File: src/rtl/mem_lsu_stage.sv
// Load/store stage between EX and MEM/WB. It issues one 8-byte-aligned memory request per
// memory op, formats store data/masks and load results, and flags misaligned accesses.
module mem_lsu_stage (
    input  logic        clk,
    input  logic        rst,
    input  logic        in_valid,
    output logic        in_ready,
    input  logic [31:0] in_pc,
    input  logic [31:0] in_inst,
    input  logic [4:0]  in_rd,
    input  logic        in_rd_w_en,
    input  logic [63:0] in_exu_result,
    input  logic [63:0] in_x_rs2,
    input  logic        in_mem_r_en,
    input  logic        in_mem_w_en,
    input  logic [2:0]  in_funct3,
    output logic        mem_req_valid,
    input  logic        mem_req_ready,
    output logic [31:0] mem_req_addr,
    output logic        mem_req_wen,
    output logic [63:0] mem_req_wdata,
    output logic [7:0]  mem_req_wmask,
    input  logic        mem_resp_valid,
    input  logic [63:0] mem_resp_rdata,
    output logic        out_valid,
    input  logic        out_ready,
    output logic [31:0] out_pc,
    output logic [31:0] out_inst,
    output logic [4:0]  out_rd,
    output logic        out_rd_w_en,
    output logic [63:0] out_exu_result,
    output logic [63:0] out_lsu_r_data,
    output logic        out_misalign
);

    typedef enum logic [1:0] {
        S_IDLE = 2'd0,
        S_REQ  = 2'd1,
        S_WAIT = 2'd2
    } state_e;

    // Low address bits that must be zero for an access of size 2**sz bytes.
    function automatic logic [2:0] align_mask(input logic [1:0] sz);
        case (sz)
            2'd0:    align_mask = 3'b000;
            2'd1:    align_mask = 3'b001;
            2'd2:    align_mask = 3'b011;
            2'd3:    align_mask = 3'b111;
            default: align_mask = 3'b111;
        endcase
    endfunction

    function automatic logic [7:0] byte_mask(input logic [1:0] sz);
        case (sz)
            2'd0:    byte_mask = 8'h01;
            2'd1:    byte_mask = 8'h03;
            2'd2:    byte_mask = 8'h0F;
            2'd3:    byte_mask = 8'hFF;
            default: byte_mask = 8'hFF;
        endcase
    endfunction

    // Shift the addressed bytes down to bit 0, then sign/zero extend; funct3 111 behaves as LD.
    function automatic logic [63:0] load_ext(input logic [63:0] rdata, input logic [2:0] off,
                                             input logic [2:0] f3);
        logic [63:0] sh;
        sh = rdata >> {off, 3'b000};
        case (f3)
            3'b000:  load_ext = {{56{sh[7]}}, sh[7:0]};
            3'b001:  load_ext = {{48{sh[15]}}, sh[15:0]};
            3'b010:  load_ext = {{32{sh[31]}}, sh[31:0]};
            3'b100:  load_ext = {56'd0, sh[7:0]};
            3'b101:  load_ext = {48'd0, sh[15:0]};
            3'b110:  load_ext = {32'd0, sh[31:0]};
            default: load_ext = sh;
        endcase
    endfunction

    state_e      state_q, state_d;
    logic [2:0]  f3_q, f3_d;
    logic        store_q, store_d;
    logic        req_valid_q, req_valid_d;
    logic [31:0] req_addr_q, req_addr_d;
    logic        req_wen_q, req_wen_d;
    logic [63:0] req_wdata_q, req_wdata_d;
    logic [7:0]  req_wmask_q, req_wmask_d;
    logic        out_valid_q, out_valid_d;
    logic [31:0] out_pc_q, out_pc_d;
    logic [31:0] out_inst_q, out_inst_d;
    logic [4:0]  out_rd_q, out_rd_d;
    logic        out_rd_w_en_q, out_rd_w_en_d;
    logic [63:0] out_exu_q, out_exu_d;
    logic [63:0] out_lsu_q, out_lsu_d;
    logic        out_mis_q, out_mis_d;

    logic        accept_s;
    logic        is_mem_s;
    logic        mis_s;
    logic [2:0]  off_s;

    assign in_ready = (state_q == S_IDLE) && (!out_valid_q || out_ready);
    assign accept_s = in_valid && in_ready;
    assign is_mem_s = in_mem_r_en || in_mem_w_en;
    assign off_s    = in_exu_result[2:0];
    assign mis_s    = |(off_s & align_mask(in_funct3[1:0]));

    // Next-state logic for the FSM, the request register and the output register.
    always_comb begin
        state_d       = state_q;
        f3_d          = f3_q;
        store_d       = store_q;
        req_valid_d   = req_valid_q;
        req_addr_d    = req_addr_q;
        req_wen_d     = req_wen_q;
        req_wdata_d   = req_wdata_q;
        req_wmask_d   = req_wmask_q;
        out_pc_d      = out_pc_q;
        out_inst_d    = out_inst_q;
        out_rd_d      = out_rd_q;
        out_rd_w_en_d = out_rd_w_en_q;
        out_exu_d     = out_exu_q;
        out_lsu_d     = out_lsu_q;
        out_mis_d     = out_mis_q;
        if (out_valid_q && out_ready) begin
            out_valid_d = 1'b0;
        end else begin
            out_valid_d = out_valid_q;
        end

        case (state_q)
            S_IDLE: begin
                if (accept_s) begin
                    // The output slot is free at accept, so it doubles as the capture register.
                    out_pc_d   = in_pc;
                    out_inst_d = in_inst;
                    out_rd_d   = in_rd;
                    out_exu_d  = in_exu_result;
                    out_lsu_d  = 64'd0;
                    f3_d       = in_funct3;
                    store_d    = in_mem_w_en;
                    if (is_mem_s && !mis_s) begin
                        state_d       = S_REQ;
                        out_rd_w_en_d = in_rd_w_en;
                        out_mis_d     = 1'b0;
                        req_valid_d   = 1'b1;
                        req_addr_d    = {in_exu_result[31:3], 3'b000};
                        req_wen_d     = in_mem_w_en;
                        req_wdata_d   = in_x_rs2 << {off_s, 3'b000};
                        req_wmask_d   = byte_mask(in_funct3[1:0]) << off_s;
                    end else begin
                        state_d       = S_IDLE;
                        out_valid_d   = 1'b1;
                        out_rd_w_en_d = is_mem_s ? 1'b0 : in_rd_w_en;
                        out_mis_d     = is_mem_s;
                    end
                end else begin
                    state_d = S_IDLE;
                end
            end
            S_REQ: begin
                if (mem_req_ready) begin
                    req_valid_d = 1'b0;
                    state_d     = S_WAIT;
                end else begin
                    state_d = S_REQ;
                end
            end
            S_WAIT: begin
                if (mem_resp_valid) begin
                    state_d       = S_IDLE;
                    out_valid_d   = 1'b1;
                    out_mis_d     = 1'b0;
                    out_rd_w_en_d = store_q ? 1'b0 : out_rd_w_en_q;
                    out_lsu_d     = store_q ? 64'd0
                                            : load_ext(mem_resp_rdata, out_exu_q[2:0], f3_q);
                end else begin
                    state_d = S_WAIT;
                end
            end
            default: begin
                state_d     = S_IDLE;
                req_valid_d = 1'b0;
            end
        endcase
    end

    // State and all registered outputs; reset abandons any access in flight.
    always_ff @(posedge clk or posedge rst) begin
        if (rst) begin
            state_q       <= S_IDLE;
            f3_q          <= 3'd0;
            store_q       <= 1'b0;
            req_valid_q   <= 1'b0;
            req_addr_q    <= 32'd0;
            req_wen_q     <= 1'b0;
            req_wdata_q   <= 64'd0;
            req_wmask_q   <= 8'd0;
            out_valid_q   <= 1'b0;
            out_pc_q      <= 32'd0;
            out_inst_q    <= 32'd0;
            out_rd_q      <= 5'd0;
            out_rd_w_en_q <= 1'b0;
            out_exu_q     <= 64'd0;
            out_lsu_q     <= 64'd0;
            out_mis_q     <= 1'b0;
        end else begin
            state_q       <= state_d;
            f3_q          <= f3_d;
            store_q       <= store_d;
            req_valid_q   <= req_valid_d;
            req_addr_q    <= req_addr_d;
            req_wen_q     <= req_wen_d;
            req_wdata_q   <= req_wdata_d;
            req_wmask_q   <= req_wmask_d;
            out_valid_q   <= out_valid_d;
            out_pc_q      <= out_pc_d;
            out_inst_q    <= out_inst_d;
            out_rd_q      <= out_rd_d;
            out_rd_w_en_q <= out_rd_w_en_d;
            out_exu_q     <= out_exu_d;
            out_lsu_q     <= out_lsu_d;
            out_mis_q     <= out_mis_d;
        end
    end

    assign mem_req_valid  = req_valid_q;
    assign mem_req_addr   = req_addr_q;
    assign mem_req_wen    = req_wen_q;
    assign mem_req_wdata  = req_wdata_q;
    assign mem_req_wmask  = req_wmask_q;
    assign out_valid      = out_valid_q;
    assign out_pc         = out_pc_q;
    assign out_inst       = out_inst_q;
    assign out_rd         = out_rd_q;
    assign out_rd_w_en    = out_rd_w_en_q;
    assign out_exu_result = out_exu_q;
    assign out_lsu_r_data = out_lsu_q;
    assign out_misalign   = out_mis_q;

endmodule

File: config.mk
export PLATFORM = sky130hd
export DESIGN_NAME = mem_lsu_stage
export DESIGN_NICKNAME = d
export VERILOG_FILES = /design/src/rtl/mem_lsu_stage.sv
export SDC_FILE = /design/constraint.sdc
export NUM_CORES = 1
export LEC_CHECK = 0
export CORE_AREA = 2 2 223 225
export CTS_CLUSTER_DIAMETER = 200
export DETAILED_ROUTE_END_ITERATION = 6
export DIE_AREA = 0 0 225 227
export PLACE_DENSITY_LB_ADDON = 0.15
export RECOVER_POWER = 100
export SYNTH_ARGS = -nofsm -noshare
export SYNTH_HDL_FRONTEND = slang
export SYNTH_SLANG_ARGS = --single-unit
export TNS_END_PERCENT = 20
File: constraint.sdc
create_clock -name clk -period 19.6 [get_ports clk]
set_input_delay 3.92 -clock clk [delete_from_list [all_inputs] [get_ports clk]]
set_output_delay 3.92 -clock clk [all_outputs]
set_load 0.01 [all_outputs]
==> impl_results.md, run 1 <==
- Placed inst area: approximately 0.021 sq mm
- Mapped Cells: 1651
- Sw Share: a little over a third
- Min-delay src: out_pc[17]
- Clock Tree Root: clkbuf_16
- First-pass GRT wire length: ~86000 um
- Post_cts resized: 0
- R2r setup slk: ~12000 ps
- Drt via density: between 5 and 6
- Worst EP arrival: around 11000 ps
- CP startpoint kind: input port
- Tmin final: around 11000 ps
- Vias in the first global route: between 10000 and 15000
- Peak VDD IR: just over 70 uV
- Predominant post-synthesis flop cell: dfrtp_1
- Initial antenna violation count: 3
- CTS tree: built
- Fin nets: 2428
- Synth cell types: 57
- Synthesized cell area: 0.0152 sq mm
- Met2 wire len: between 20000 and 30000 um
- Post-synth top cells: nand2_1, dfrtp_1, mux2i_1, o21ai_0, clkbuf_1
- Num CTS Buffers: 39
- Top cell type's share of synthesized area: about 50%
- Final Hold Viols: 0
- Largest net degree at the start of global routing: 127
- Synth Warn #: 0
- Yosys top cell by area: dfrtp_1
- DR iter-0 viols: 1069
- P&R area growth vs syn: 47.7%
- Final wirelength: just under 60000 um
- Mean Syn Cell Area: around 9.2 sq um
- Power share of the combinational group: 40.9%
- Worst slew pin tran: 5810 ps
- Sequential area share after synthesis: just over 50%
- Clock power share: 25.2%
- Buffers on Ports: approximately 580
- GR Overflow Total: 0
- Die width: about 230 um
- Post-synth EDFFs: 0
- DR top layer: met5
- Clock Skew: 10.0 ps
- Post-CTS Setup Bufs: 0
- Crit Reg-Reg Endpoint: mem_req_wdata[44]
- Total GRT Usage: between 20% and 30%
- Worst Hold End: out_pc[17]
- Clock tree buffer depth: 3
- Worst skew pair latency: between 500 and 600 ps
- CP max FO: approximately 130
- Crit. End Element: async pin
- DR WL/cell: slightly above 20 um
- Die ar.: 0.0511 sq mm
- Post-DP HPWL: between 40000 and 50000 um
- Slew HR: -290%
- Hold Buf Count CTS: 0
- Setup Viol. Count Final: 0
- Post-route setup TNS: 0 ps
- Chip height: between 200 and 250 um
- Failing checks: max-capacitance violations, max-slew violations
- Ys async rst share: 100%
- Worst hold path type: flip-flop to flip-flop
- Top post-synthesis cells by area: dfrtp_1, nand2_1, mux2i_1, mux4_2, o21ai_0
- Core ar.: about 0.049 sq mm
- Unrepaired setup endpoints after global routing: no
- Final Max Tran Viols: approximately 800
- Leak: 10.7 nW
- Row cnt: approximately 80
- Post-route DRC: 0
- DRT antenna net count: 0
- Launch point of the worst reg-to-reg path: state_q[1]
- Most common cell in the synthesized netlist: nand2_1
- Final period util: between 50% and 60%
- Sw power: 0.00103 W
- Layout cells sized above 1: 5.86%
- WP data required: 20150 ps
- RD Place Congestion: slightly above 0.9
- Post-Layout Inst Area: approximately 0.023 sq mm
- Worst-path clk slew: around 60 ps
- DR WL met3: about 5300 um
- Total placed cells including tap cells: approximately 2700
- Final std cells w/o fill: around 2800
- Router iterations before antenna repair: 5
- Fmax: 0.0916 GHz
- FF-to-FF path depth: 6
- Sequential share of power: 33.9%
- Initial core utilization: 31.4%
- Crit path kind: input port to async pin
- I/O Pins: 580
- Run status: finished with violations
- Metal-1 WL: around 23000 um
- Max cap viols: 11
- Int Pwr: approximately 0.0018 W
- Cell Pwr Density: 126 mW/mm^2
- #FFs+latches synth: approximately 310
- Worst hold path depth: 2
- Htree depth: 2
- CTS sink count: 309
- Via Count: roughly 14000
-- area by class of cell --
type                       count  area (sq um)
multi-input combinational   1202          6850
tap                          622           778
sequential                   309          7730
clock buffer                  58          1140
inverter                      12          46.3
antenna                        1          2.50
fill                        4685         26000
clock inverter                12           125
timing repair buffer         591          5840
-- critical path: stages --
cell and delay, ps:
dlygate4sd3_1 560, clkinvlp_2 3200, clkbuf_1 2580, buf_4 1010
-- placed cells by master, fill, tap and decap left out, drive strengths merged, types with 5 or more instances in the layout --
cell,netlist,routed
a211oi,19,19
dfrtp,309,309
a211o,8,8
nor2,62,62
a21o,9,9
a221o,16,16
clkdlybuf4s50,0,268
mux4,29,29
o211ai,7,7
o221ai,13,13
clkbuf,68,65
inv,9,9
and2,5,5
o22ai,16,16
o2bb2ai,6,6
nand2,635,635
buf,62,11
o21a,24,24
mux2,11,11
clkinv,3,12
a21oi,57,57
nand3,16,16
mux2i,107,107
nor2b,14,14
o21ai,77,77
dlygate4sd3,0,305
o31ai,27,27
-- state kept, by name, summed over array words and instances, names as in the netlist, 2 cells and up --
signal          cells
state_q             2
out_exu_result     64
out_rd              5
out_lsu_r_data     64
f3_q                3
mem_req_addr       29
mem_req_wdata      64
mem_req_wmask       8
out_pc             32
out_inst           32
-- power groups by stage --
stage               registers [W]  clock network (W)  logic, W
finish                   0.000963           0.000716   0.00116
global route             0.000992           0.000761   0.00127
CTS                      0.000973           0.000738   0.00125
detailed placement       0.000979                  0   0.00124
global placement         0.000974                  0   0.00124
floorplan                 0.00107                  0  0.000484
-- kinds of logic (layout without fill, tap and decap cells) --
kind of cell | Yosys count | in the layout | synth area share, %
other cells | 1 | 4 | 0.0246
buf+inv | 142 | 673 | 4.23
flops | 309 | 309 | 50.7
mux | 147 | 147 | 12.1
simple gates | 757 | 757 | 19.6
compound gates | 295 | 295 | 13.2
-- per-stage QoR --
step	setup slack, ps	hold WS [ps]	total power, W	util, %
6_report	8680	463	0.00284	46.4
5_1_grt	7320	485	0.00302	46.4
4_1_cts	10150	475	0.00296	46.6
3_5_place_dp	10150	459	0.00222	44.0
3_3_place_gp	10150	457	0.00221	44.0
2_1_floorplan	7140	484	0.00155	-
-- routing by layer --
layer  vias up  global-route usage (%)
met4         4                    6.86
met1      6852                    27.5
li1       6622                       -
met2       516                    35.7
met5         -                       0
met3        94                    7.74
-- worst max path at each step --
stage               from                end  slack (ps)  cells past startpoint
2_1_floorplan        rst            f3_q[0]        7140                      1
3_3_place_gp   out_ready           in_ready       10150                      4
3_5_place_dp   out_ready           in_ready       10150                      4
4_1_cts        out_ready           in_ready       10150                      4
5_1_grt              rst  out_lsu_r_data[3]        7320                      4
6_report             rst  out_lsu_r_data[3]        8680                      4
(Power assumes the default switching activity.)
==> run 2, diff against run 1 <==
==> constraint.sdc (replaced) <==
create_clock -name clk -period 11.2 [get_ports clk]
set_input_delay 2.24 -clock clk [delete_from_list [all_inputs] [get_ports clk]]
set_output_delay 2.24 -clock clk [all_outputs]
set_load 0.01 [all_outputs]
==> impl_results.md, run 2 (synthesized netlist as in run 1, its figures left out) <==
- Slowest CP cell: clkbuf_1
- Worst path top cell family by delay: buffers and inverters
- Worst-path clk slew: 50 ps (about the same)
- Fmax: approximately 0.13 GHz
- Layout cells sized above 1: 6.28% (+0.42 points)
- GR Overflow Total: 0 (unchanged)
- Die width: 225 um (unchanged)
- Fin nets: 2428 (unchanged)
- Vias in the first global route: 13995 (-0.50%)
- Post-route setup TNS: 0 ps (unchanged)
- Min-delay src: mem_req_addr[24]
- Leak: 10.8 nW (+0.44%)
- Crit. End Element: flip-flop
- CP Cell Sequence: dlygate4sd3_1, nand2b_1, and3_1, clkbuf_1, nand2_1, nand2_1
- Worst path max stage delay: 2530 ps (-670 ps)
- R2r setup slk: 4420 ps (-7790 ps)
- Worst EP arrival: 8110 ps (-3360 ps)
- Commonest non-fill, non-tap cell in the layout: nand2_1
- Clock Tree Root: clkbuf_16
- Worst Setup SP: out_ready
- Drt via density: 5.03 (+0.17%)
- CTS sink count: 309 (unchanged)
- Final Max Tran Viols: 496 (-37%)
- Fill count: 4681 (-0.085%)
- Peak VDD IR: 125 uV (+75%)
- Max cap viols: 7 (-4)
- Post-route DRC: 0 (unchanged)
- Worst hold path depth: 2 (unchanged)
- Worst skew pair latency: 550 ps (about the same)
- I/O Pins: 580 (unchanged)
- Launch point of the worst reg-to-reg path: out_exu_result[2]
- Initial antenna violation count: 4 (+1)
- Tmin final: 7650 ps
- Run status: finished with violations
- Chip height: 227 um (unchanged)
- Post-CTS Setup Bufs: 0 (unchanged)
- Crit Reg-Reg Endpoint: out_lsu_r_data[32]
- Post-DP HPWL: 42100 um (+1.9%)
- Worst slew pin tran: 5670 ps (-140 ps)
- Cell Pwr Density: 222 mW/mm^2 (+76%)
- Clock tree buffer depth: 3 (unchanged)
- Via Count: 14117 (+0.21%)
- Router iterations before antenna repair: 5 (unchanged)
- DR iter-0 viols: 1041 (-2.6%)
- Failing checks: max-capacitance violations, max-slew violations
- Die ar.: 0.0511 sq mm (unchanged)
- Total GRT Usage: 22.4% (+0.37 points)
- Row cnt: 81 (unchanged)
- First-pass GRT wire length: 87600 um (+1.8%)
- Cell with the most instances on the worst path: nand2_1
- Buffers on Ports: 576 (unchanged)
- Worst hold path type: flip-flop to flip-flop
- Hold Buf Count CTS: 0 (unchanged)
- Final period util: roughly two thirds
- Core ar.: 0.0485 sq mm (unchanged)
- DRT antenna net count: 0 (unchanged)
- FF-to-FF path depth: 6 (unchanged)
- Post_cts resized: 0 (unchanged)
- Crit path kind: input port to flip-flop
- P&R area growth vs syn: 48.3%
- Initial core utilization: 31.4% (unchanged)
- Final wirelength: 58900 um (+1.4%)
- Final Util: 46.6% (+0.19 points)
- Num CTS Buffers: 39 (unchanged)
- Unrepaired setup endpoints after global routing: no
- CP max FO: 77 (-39%)
- Most frequent cells in the layout: nand2_1, dfrtp_1, dlygate4sd3_1, clkdlybuf4s50_1, mux2i_1
- Final Hold Viols: 0 (unchanged)
- CTS tree: built
- Placed inst area: 0.0213 sq mm (unchanged)
- Clock Skew: 21.5 ps (+11.4 ps)
- Setup Viol. Count Final: 0 (unchanged)
- Worst Hold End: mem_req_addr[24]
- WP data required: 11660 ps (-8490 ps)
- DR WL/cell: 21.0 um (+1.3%)
- Crit path buf inv count: 2 (-2)
- CP startpoint kind: input port
- RD Place Congestion: 0.913 (+0.15%)
- Slew HR: -280% (+9.4 points)
- Htree depth: 2 (unchanged)
- Largest net degree at the start of global routing: 121 (-4.7%)
- Post-Layout Inst Area: 0.0226 sq mm (+0.41%)
run 2: cell types whose count changed in the layout (fill, tap and decap cells not counted), sizes merged:
cell and change:
clkbuf -7, buf +3, clkinv -3, clkinvlp +3, diode +3, bufinv +2
clkdlybuf4s50 -1, dlygate4sd3 +1
run 2: how the worst max path moves through the flow:
stage / end / slack (ps) / cells past startpoint
after floorplan: f3_q[0] / 420 / 1
after global placement: in_ready / 5250 / 4
after detailed placement: in_ready / 5240 / 4
after CTS: in_ready / 5240 / 4
after global routing: out_inst[12] / 2880 / 6
final: out_inst[25] / 3550 / 6
run 2: per-layer routing:
layer	vias up	routed length, um	track usage (%)
li1	6616	-	-
met1	6900	24300	28.8
met2	507	28000	36.4
met3	94	4990	6.70
met4	0	1540	6.84
met5	-	0	0
run 2: where the power goes:
group	internal, W	leakage (nW)	switching (W)
Combinational	0.000931	6.18	0.00110
Clock	0.000796	0.643	0.000501
Sequential	0.00149	3.93	0.000203
Total	0.00321	10.8	0.00180
run 2: cell type report:
class | instances | area (sq um) | share of cell area (%)
Sequential cell | 309 | 7730 | 34.2
Multi-Input combinational cell | 1202 | 6870 | 30.4
Timing Repair Buffer | 591 | 5850 | 25.9
Clock buffer | 54 | 1130 | 5.01
Tap cell | 622 | 778 | 3.44
Clock inverter | 14 | 181 | 0.803
Inverter | 12 | 46.3 | 0.205
Antenna cell | 4 | 10.0 | 0.0443
run 2: worst register-to-register path, delay by kind of cell, from the launching register on:
kind            cells  cell delay [ps]
compound gates      3             1080
buf+inv             2             3250
flops               1              320
simple gates        1             1910
run 2: through the flow:
step / hold slack, ps / power, W / cells / worst slack, ps
floorplan: 484 / 0.00271 / 1653 / 416
global placement: 456 / 0.00387 / 2736 / 5250
detailed placement: 458 / 0.00389 / 2736 / 5240
CTS: 475 / 0.00523 / 2804 / 5240
global route: 482 / 0.00532 / 2806 / 2880
finish: 465 / 0.00502 / 2808 / 3550
